[src/rtl/c7bifu_dec_ilk.sv]
// c7bifu_dec_ilk: decode-stage issue interlock and GPR write scoreboard.
// Tracks GPR writes still owed by an outstanding LSU op and by in-flight
// pipelined MULs, stalls dependent or serialising instructions in D, and
// sequences serialising ops so they only issue once the machine has drained.
//
// Build option: define C7B_ILK_LSU_OVERLAP_EN to let independent, non-LSU,
// non-serialising ops issue while a load is outstanding; the DRAIN bubble
// after load completion is then skipped.
module c7bifu_dec_ilk #(
    parameter int unsigned MUL_LAT = 2,   // MUL issue-to-writeback latency (1..4)
    parameter int unsigned LSU_TMO = 255  // LSU outstanding cycles before timeout flag
) (
    input  logic        clk,
    input  logic        reset,
    input  logic        flush,
    input  logic        exu_stall,
    input  logic        dec_inst_vld_d,
    input  logic [4:0]  dec_rs1_d,
    input  logic [4:0]  dec_rs2_d,
    input  logic [4:0]  dec_rd_d,
    input  logic        dec_wen_d,
    input  logic        dec_lsu_vld_d,
    input  logic        dec_mul_vld_d,
    input  logic        dec_ser_d,
    input  logic        lsu_ifu_done,
    output logic        ilk_stall,
    output logic        ilk_issue,
    output logic [31:0] ilk_pend,
    output logic        ilk_busy,
    output logic        ilk_lsu_tmo
);

    typedef enum logic [1:0] {
        IDLE     = 2'd0,
        LSU_WAIT = 2'd1,
        DRAIN    = 2'd2
    } state_t;

    localparam logic [7:0] TMO_CNT = 8'(LSU_TMO);

    state_t                    state_q, state_d;
    logic [4:0]                lsu_rd_q, lsu_rd_d;
    logic [7:0]                cnt_q, cnt_d;
    logic                      tmo_q, tmo_d;
    logic [MUL_LAT-1:0]        mul_vld_q, mul_vld_d;
    logic [MUL_LAT-1:0][4:0]   mul_rd_q, mul_rd_d;

    logic [31:0] pend_lsu;
    logic [31:0] pend_mul;
    logic [31:0] pend;
    logic        mul_any;
    logic        hazard;
    logic        fsm_ok;
    logic        issue;
    logic [4:0]  wr_rd;
    logic [7:0]  cnt_inc;

    function automatic logic [31:0] reg_onehot(input logic [4:0] r);
        reg_onehot = 32'h1 << r;
    endfunction

    // Destination actually written by the op in D; r0 writes are dropped.
    assign wr_rd = (dec_wen_d && (dec_rd_d != 5'd0)) ? dec_rd_d : 5'd0;

    // Pending-write mask from the outstanding load and every live MUL slot.
    always_comb begin
        pend_mul = '0;
        for (int unsigned i = 0; i < MUL_LAT; i++) begin
            if (mul_vld_q[i]) begin
                pend_mul = pend_mul | reg_onehot(mul_rd_q[i]);
            end
        end
        pend_lsu = (state_q == LSU_WAIT) ? reg_onehot(lsu_rd_q) : '0;
        pend     = (pend_lsu | pend_mul) & ~32'h1;
    end

    assign mul_any = |mul_vld_q;

    // RAW on either source or WAW on the destination against pending writes.
    always_comb begin
        hazard = 1'b0;
        if ((dec_rs1_d != 5'd0) && pend[dec_rs1_d]) begin
            hazard = 1'b1;
        end
        if ((dec_rs2_d != 5'd0) && pend[dec_rs2_d]) begin
            hazard = 1'b1;
        end
        if (dec_wen_d && (dec_rd_d != 5'd0) && pend[dec_rd_d]) begin
            hazard = 1'b1;
        end
    end

    // Per-state issue permission for the op currently in D.
    always_comb begin
        fsm_ok = 1'b0;
        case (state_q)
            IDLE: begin
                if (dec_ser_d) begin
                    fsm_ok = ~(|pend) & ~mul_any;
                end else begin
                    fsm_ok = 1'b1;
                end
            end
            LSU_WAIT: begin
`ifdef C7B_ILK_LSU_OVERLAP_EN
                fsm_ok = ~dec_lsu_vld_d & ~dec_ser_d;
`else
                fsm_ok = 1'b0;
`endif
            end
            DRAIN: begin
                fsm_ok = 1'b0;
            end
            default: begin
                fsm_ok = 1'b0;
            end
        endcase
    end

    assign issue = dec_inst_vld_d & ~flush & ~exu_stall & ~hazard & fsm_ok;

    // LSU sequencing FSM, outstanding-load destination and timeout counter.
    always_comb begin
        state_d  = state_q;
        lsu_rd_d = lsu_rd_q;
        cnt_d    = cnt_q;
        tmo_d    = tmo_q;
        cnt_inc  = (cnt_q == 8'hFF) ? cnt_q : cnt_q + 8'd1;
        case (state_q)
            IDLE: begin
                if (issue && dec_lsu_vld_d) begin
                    state_d  = LSU_WAIT;
                    lsu_rd_d = wr_rd;
                    cnt_d    = '0;
                end
            end
            LSU_WAIT: begin
                cnt_d = cnt_inc;
                if (cnt_inc == TMO_CNT) begin
                    tmo_d = 1'b1;
                end
                if (lsu_ifu_done) begin
`ifdef C7B_ILK_LSU_OVERLAP_EN
                    state_d = IDLE;
`else
                    state_d = DRAIN;
`endif
                end
            end
            DRAIN: begin
                state_d = IDLE;
            end
            default: begin
                state_d = IDLE;
            end
        endcase
    end

    // MUL tracking shift register: advances every cycle regardless of stall.
    always_comb begin
        mul_vld_d    = '0;
        mul_rd_d     = '0;
        mul_vld_d[0] = issue & dec_mul_vld_d;
        mul_rd_d[0]  = (issue && dec_mul_vld_d) ? wr_rd : 5'd0;
        for (int unsigned i = 1; i < MUL_LAT; i++) begin
            mul_vld_d[i] = mul_vld_q[i-1];
            mul_rd_d[i]  = mul_rd_q[i-1];
        end
    end

    // State registers; reset returns to an empty, idle scoreboard.
    always_ff @(posedge clk or posedge reset) begin
        if (reset) begin
            state_q   <= IDLE;
            lsu_rd_q  <= '0;
            cnt_q     <= '0;
            tmo_q     <= 1'b0;
            mul_vld_q <= '0;
            mul_rd_q  <= '0;
        end else begin
            state_q   <= state_d;
            lsu_rd_q  <= lsu_rd_d;
            cnt_q     <= cnt_d;
            tmo_q     <= tmo_d;
            mul_vld_q <= mul_vld_d;
            mul_rd_q  <= mul_rd_d;
        end
    end

    assign ilk_issue   = issue;
    assign ilk_stall   = dec_inst_vld_d & ~issue;
    assign ilk_pend    = pend;
    assign ilk_busy    = (state_q != IDLE) | mul_any;
    assign ilk_lsu_tmo = tmo_q;

endmodule
[config.mk]
export PLATFORM = sky130hd
export DESIGN_NAME = c7bifu_dec_ilk
export DESIGN_NICKNAME = d
export VERILOG_FILES = /design/src/rtl/c7bifu_dec_ilk.sv
export SDC_FILE = /design/constraint.sdc
export NUM_CORES = 1
export LEC_CHECK = 0
export CAP_MARGIN = 30
export CORE_MARGIN = 2
export CORE_UTILIZATION = 32
export CTS_BUF_LIST = sky130_fd_sc_hd__clkbuf_16
export CTS_CLUSTER_SIZE = 30
export DETAILED_ROUTE_END_ITERATION = 8
export RECOVER_POWER = 50
export SLEW_MARGIN = 20
export SYNTH_ARGS = -nofsm -noshare
export SYNTH_HDL_FRONTEND = slang
export SYNTH_SLANG_ARGS = --single-unit
export TNS_END_PERCENT = 50
[constraint.sdc]
create_clock -name clk -period 3.57 [get_ports clk]
set_input_delay 0.5355 -clock clk [delete_from_list [all_inputs] [get_ports clk]]
set_output_delay 0.5355 -clock clk [all_outputs]
set_load 0.05 [all_outputs]
==> impl_metrics.ini, run 1 <==
[synthesis]
synth_warnings = 0
synth.distinct_cells = 76
ys_ff_latch = 28
synth_area_leaders = dfrtp_1 22%, nor2_1 5.5%, nand2_1 4.3%, mux2i_1 4.0%, o22a_1 3.5%
syn-mean-instance-area_um2 = 7.572
synthFlopType = dfrtp_1
syn_area_um2 = 3233
yosysTopAreaCellShare_pct = 21.67
synth_nets = 453
netlist_instances = 427
synthArstFlopShare_pct = 100.0
yosysTopAreaCell = dfrtp_1
synth_edf_count = 0
ys_seq_area_share_pct = 21.67

[clocking]
htree_levels = 1
cts.path.max_buffers = 2
insertion_delay_ps = 260
cts.sink_count = 28
cts-root-buf = clkbuf_16
cts_tree = built
clk_pin_slew_ps = 70
cts_hold_buf = 0
tritoncts.num_buffers = 3

[worst_setup_path]
end_kind = primary output
r2r_slack_ps = 290
r2r_cells = 14
rr_startpoint = mul_rd_d[7]
setup.worst_path.start_class = register
cp_data_arrival_time_ps = 3060
crit_fanout = 6
path_class = register to primary output
required_ps = 3030
crit-reg2reg-capture = cnt_q[4]

[floorplanning]
num_rows = 36
die_y_um = 104.5
num_io_pins = 61
die_area_um2 = 10920
start_util_pct = 33.08
core_um2 = 9774
die_w_um = 104.5

[hold_path]
hold_path_end = ilk_lsu_tmo
hold_path_class = register to register
whs_path_depth = 1
worstHoldStart = ilk_lsu_tmo

[timing]
finalHoldViolCount = 0
relSlewSlack_pct = 35.59
finalCriticalPeriod_ps = 3597
setup_viol = 1
skew_ps = 5.224
fin_ws_ps = -26.96
clock.fmax_mhz = 278.0
rsz0062_at_grt = yes
report.final.slew_viol_count = 0
max_slew.worst_pin.slew_ps = 966.1
fin_crit_sh_pct = 100.8

[global_routing]
globalRouteOverflowTotal = 0
grt_max_degree = 19
first_global_vias = 3724
grt_pass1_wl_um = 20060
antenna_found_initial = 0
grt_usage_pct = 22.53

[routing]
firstDrtPassIters = 5
avgViaCountPerCell = 6.077
dr_wl_met3_um = 1001
antenna_left = 0
drt_iter0_drc = 362
wl_met1_um = 5535
met2_length_um = 5644
vias = 3962
wl_um = 12460
drc = 0
avgRoutedWirePerCell_um = 19.11
top_layer_used = met4

[cells_and_area]
final_layout_size_suffix_gt1_share_pct = 27.94
finalInstanceArea_um2 = 4647
insertedDiodeCount = 0
layout.nets = 546
fillers = 968
synthToLayoutAreaGrowth_pct = 43.73
finish.utilization_pct = 47.54

[place]
post-place-ws_ps = 61.45
postPlaceCellArea_um2 = 4193
gp_congestion = 0.9590
port_buffers = 59
dpl.hpwl_um = 9638

[pwr]
sw_frac_of_total_pct = 34.93
p_leak_nw = 1.890
comb_power_share_pct = 37.5
ir_drop_v = 0.0003668
power_frac_clock_pct = 25.6
seqPwrFrac_pct = 36.9
p_per_area_nw_per_um2 = 278.1
p_switching_uw = 451.4
power_mw = 1.292
cellInternalPower_uw = 841.0

[outcome]
status = finished with violations
violations = setup timing

[flow_run]
cap_violations = 0
==> how the worst max path moves through the flow <==
stage,start,to,slack (ps),depth (start not counted)
2_1_floorplan,mul_vld_q[1],ilk_stall,4,9
3_3_place_gp,dec_rs2_d[2],ilk_stall,100,11
3_5_place_dp,dec_rs2_d[2],ilk_stall,60,11
4_1_cts,state_q[0],ilk_stall,0.9,12
5_1_grt,mul_rd_d[7],ilk_stall,-90,12
6_report,mul_rd_d[7],ilk_stall,-30,12
==> metrics by stage <==
step,std cells,hold WS (ps),setup TNS (ps)
floorplan,427,348.7,0
global placement,627,443.2,0
detailed placement,628,465.4,0
CTS,639,488.9,0
global route,652,510.6,-144.3
finish,652,477.8,-26.96
==> repair_timing <==
action | in CTS | in global routing
pin swaps | 7 | 15
setup endpoints to repair | 2 | 2
buffers inserted | 7 | 13
gates resized for setup | 22 | 41
==> power by group through the flow <==
stage | clock [mW] | sequential (mW) | combinational (mW)
2_1_floorplan | 0 | 0.433 | 0.279
3_5_place_dp | 0 | 0.468 | 0.387
4_1_cts | 0.340 | 0.467 | 0.401
3_3_place_gp | 0 | 0.466 | 0.380
6_report | 0.330 | 0.477 | 0.485
5_1_grt | 0.352 | 0.489 | 0.524
==> state kept, by name, summed over array words and instances, names as in the netlist <==
name,count
state_q,2
mul_rd_d,5
lsu_rd_q,5
mul_vld_q,2
cnt_q,8
ilk_lsu_tmo,1
mul_rd_q,5
==> final cells by class <==
class | instances | area, um2 | share of cell area [%]
Clock inverter | 1 | 30.03 | 0.6462
Multi-Input combinational cell | 345 | 2520 | 54.23
Inverter | 23 | 86.33 | 1.858
Tap cell | 133 | 166.4 | 3.581
Clock buffer | 3 | 75.07 | 1.616
Sequential cell | 28 | 714.4 | 15.37
Timing Repair Buffer | 119 | 1055 | 22.70
==> cell usage after synthesis (13+ instances only) <==
master / number
nor2_1: 47
nand2_1: 37
dfrtp_1: 28
inv_1: 21
clkbuf_1: 20
nand3_1: 18
o22ai_1: 18
o21ai_0: 15
a21oi_1: 14
mux2i_1: 13
o22a_1: 13
==> cells in the final DEF (no fill, tap or decap), types with 4 or more instances in the layout <==
| cell | instances |
|---|---|
| nand3_1 | 17 |
| o211ai_1 | 6 |
| or4bb_4 | 6 |
| nor3_1 | 10 |
| o21ai_1 | 5 |
| o22a_1 | 13 |
| dfrtp_1 | 17 |
| nand2b_1 | 9 |
| nor2_2 | 6 |
| or2_2 | 7 |
| a31o_2 | 5 |
| or4b_4 | 5 |
| nand4_1 | 10 |
| and3_1 | 4 |
| o2111ai_1 | 4 |
| a21oi_1 | 14 |
| and2_1 | 4 |
| nand4b_1 | 9 |
| inv_1 | 21 |
| o21ai_2 | 6 |
| nor2_1 | 41 |
| mux2i_1 | 13 |
| dfrtp_2 | 11 |
| clkdlybuf4s50_1 | 56 |
| o22ai_1 | 12 |
| buf_4 | 53 |
| nand2_1 | 36 |
| nor3b_1 | 4 |
| o22ai_2 | 6 |
| o21ai_0 | 9 |
==> critical path, cell delays in order (launching register included) <==
cell,delay [ps]
dfrtp_1,420
buf_4,170
nand4b_1,230
nor2_1,110
or2_4,270
nor2_2,80
o221ai_1,100
or4_1,550
a311oi_2,270
buf_4,180
nand3_2,90
and2_4,180
buf_8,140
==> layer usage <==
layer	global-route usage (%)	vias to the layer above
met3	3.008	34
met4	5.598	0
met5	0	-
li1	-	1806
met2	35.81	200
met1	32.11	1922
==> cells by family (layout without fill, tap and decap cells) <==
family	count (synthesis)	after routing	synth area share, %
AND/OR/NAND/NOR	202	202	35.91
AO/OA/AOI/OAI	121	121	27.36
buffers and inverters	54	146	7.120
flip-flops	28	28	21.67
multiplexers	19	19	7.159
adder cells (fa/ha/maj)	1	1	0.3869
other	1	1	0.1160
XOR/XNOR	1	1	0.2709
Power figures use the tool's default switching activity.
==> run 2: changes to the inputs <==
--- a/constraint.sdc
+++ b/constraint.sdc
@@ -3,2 +3,2 @@
 set_output_delay 0.5355 -clock clk [all_outputs]
-set_load 0.05 [all_outputs]
+set_load 0.01 [all_outputs]
==> run 2 against run 1 <==
The run still ends with setup timing left. Die area is the same. Power shrank 1.7%. Non-clock buffer count grew 56. Register-to-register slack gained 120 ps. Largest power group is now registers. Final area grew 5.8%. Final cell count grew 8.6%. Sequential cell count is the same. Critical path depth is the same.
==> impl_metrics.ini, run 2 (synthesis results as in run 1) <==
[worst_setup_path]
r2r_slack_ps = 410
required_ps = 3030
crit_buf_inv = 3
rr_startpoint = mul_vld_q[0]
path_class = register to primary output
end_kind = primary output
crit-reg2reg-capture = cnt_q[5]
crit_fanout = 6
crit_family = simple AND/OR/NAND/NOR gates
r2r_cells = 13
cp_data_arrival_time_ps = 3040
critical-path-slowest-cell = or4_1
path_cells = buf_4, or4bb_1, o22ai_1, or2_1, nand2_1, o22ai_1, or4_1, a311oi_2, buf_4, nand3_2, and2_1, buf_2
cp_slowest_stage_delay_ps = 500
setup.worst_path.start_class = register

[floorplanning]
num_rows = 36
die_area_um2 = 10920
die_w_um = 104.5
start_util_pct = 33.08
die_y_um = 104.5
num_io_pins = 61
core_um2 = 9774

[clocking]
insertion_delay_ps = 270
cts.path.max_buffers = 2
htree_levels = 1
tritoncts.num_buffers = 3
cts-root-buf = clkbuf_16
cts_tree = built
clk_pin_slew_ps = 70
cts_hold_buf = 0
cts.sink_count = 28

[timing]
finalHoldViolCount = 0
skew_ps = 5.266
finalCriticalPeriod_ps = 3579
fin_tns_setup_ps = -9.152
relSlewSlack_pct = 30.19
rsz0062_at_grt = yes
max_slew.worst_pin.slew_ps = 1047
fin_crit_sh_pct = 100.3
report.final.slew_viol_count = 0
fin_ws_ps = -9.152
clock.fmax_mhz = 279.4
setup_viol = 1

[cells_and_area]
multiInputGateArea_um2 = 2391
insertedDiodeCount = 0
top_register = cnt_q
layout.nets = 602
layout_commonest_cell = buf_4
largest_reg_flops = 8
fillers = 977
finish.utilization_pct = 50.29
final_cell_mix = 113 x buf_4, 51 x clkdlybuf4s50_1, 46 x nor2_1
seq_area_um2 = 710.7
synthToLayoutAreaGrowth_pct = 52.05
final_layout_size_suffix_gt1_share_pct = 30.78

[pwr]
power_mw = 1.271
p_per_area_nw_per_um2 = 258.5
ir_drop_v = 0.0003469
p_leak_nw = 2.143

[flow_run]
cap_violations = 0

[outcome]
violations = setup timing
status = finished with violations

[global_routing]
grt_max_degree = 20
grt_usage_pct = 24.07
globalRouteOverflowTotal = 0
grt_pass1_wl_um = 21360
antenna_found_initial = 0
first_global_vias = 4001

[hold_path]
hold_path_end = mul_rd_q[9]
whs_path_depth = 0
hold_path_class = register to register
worstHoldStart = mul_rd_d[9]

[place]
post-place-ws_ps = -282.3
dpl.hpwl_um = 10630
gp_congestion = 0.9577
port_buffers = 59

[routing]
avgViaCountPerCell = 5.915
drt_iter0_drc = 481
antenna_left = 0
wl_um = 13400
avgRoutedWirePerCell_um = 18.92
drc = 0
vias = 4188
firstDrtPassIters = 5
run 2: changes by cell type in the layout (fill, tap and decap cells not counted), moves of 5 or more:
cell,change
dlygate4sd3_1,+5
buf_4,+60
clkdlybuf4s50_1,-5
o21ai_0,+5
o22ai_1,+5
nor2_2,-5
nor2_1,+5
run 2: power breakdown:
group	switching, mW	leakage, nW	internal (mW)	total (mW)
combinational	0.222	1.73	0.241	0.463
sequential	0.101	0.364	0.368	0.469
clock	0.115	0.0511	0.224	0.339
run 2: worst max path at each step:
stage | startpoint | endpoint | slack, ps | cells past startpoint
2_1_floorplan | state_q[1] | ilk_stall | 530 | 10
3_3_place_gp | dec_rs2_d[2] | ilk_stall | -190 | 11
3_5_place_dp | dec_rs2_d[2] | ilk_stall | -280 | 11
4_1_cts | state_q[1] | ilk_issue | 1 | 11
5_1_grt | mul_vld_q[1] | ilk_stall | -130 | 12
6_report | mul_vld_q[0] | ilk_stall | -9 | 12
run 2: worst reg2reg max path: stages (launching register included):
cell and delay (ps):
dfrtp_1 410, buf_4 170, or4bb_1 250, o22ai_1 150, or2_1 300, nand2_1 90, o22ai_1 70, or4_1 500
a311oi_2 270, buf_4 180, buf_4 120, nand4_2 120, buf_12 180, a31o_2 240
run 2: per-stage QoR:
stage          hold WS [ps]  cells  area, um2
2_1_floorplan         348.7    427       3233
3_3_place_gp          467.0    698       4684
3_5_place_dp          471.1    699       4712
4_1_cts               483.1    705       4893
5_1_grt               480.6    708       4916
6_report              477.5    708       4916
run 2: area by class of cell:
class / count / area share (%)
multi-input combinational: 345 / 48.64
clock inverter: 1 / 0.6108
tap: 133 / 3.385
clock buffer: 3 / 1.527
sequential: 28 / 14.46
timing repair buffer: 175 / 29.63
inverter: 23 / 1.756
run 2: per-layer routing:
layer  up-vias  track usage [%]  share of wire (%)
li1       1924                -                  -
met1      1990            33.54                 43
met2       234            38.70                 46
met3        40            4.574                8.6
met4         0            4.923                2.3
met5         -                0                  0
run 2: what timing repair did:
action                     CTS  global route
gates resized for setup     27            13
setup endpoints to repair    2             2
buffers inserted             2             3
pin swaps                    5             4
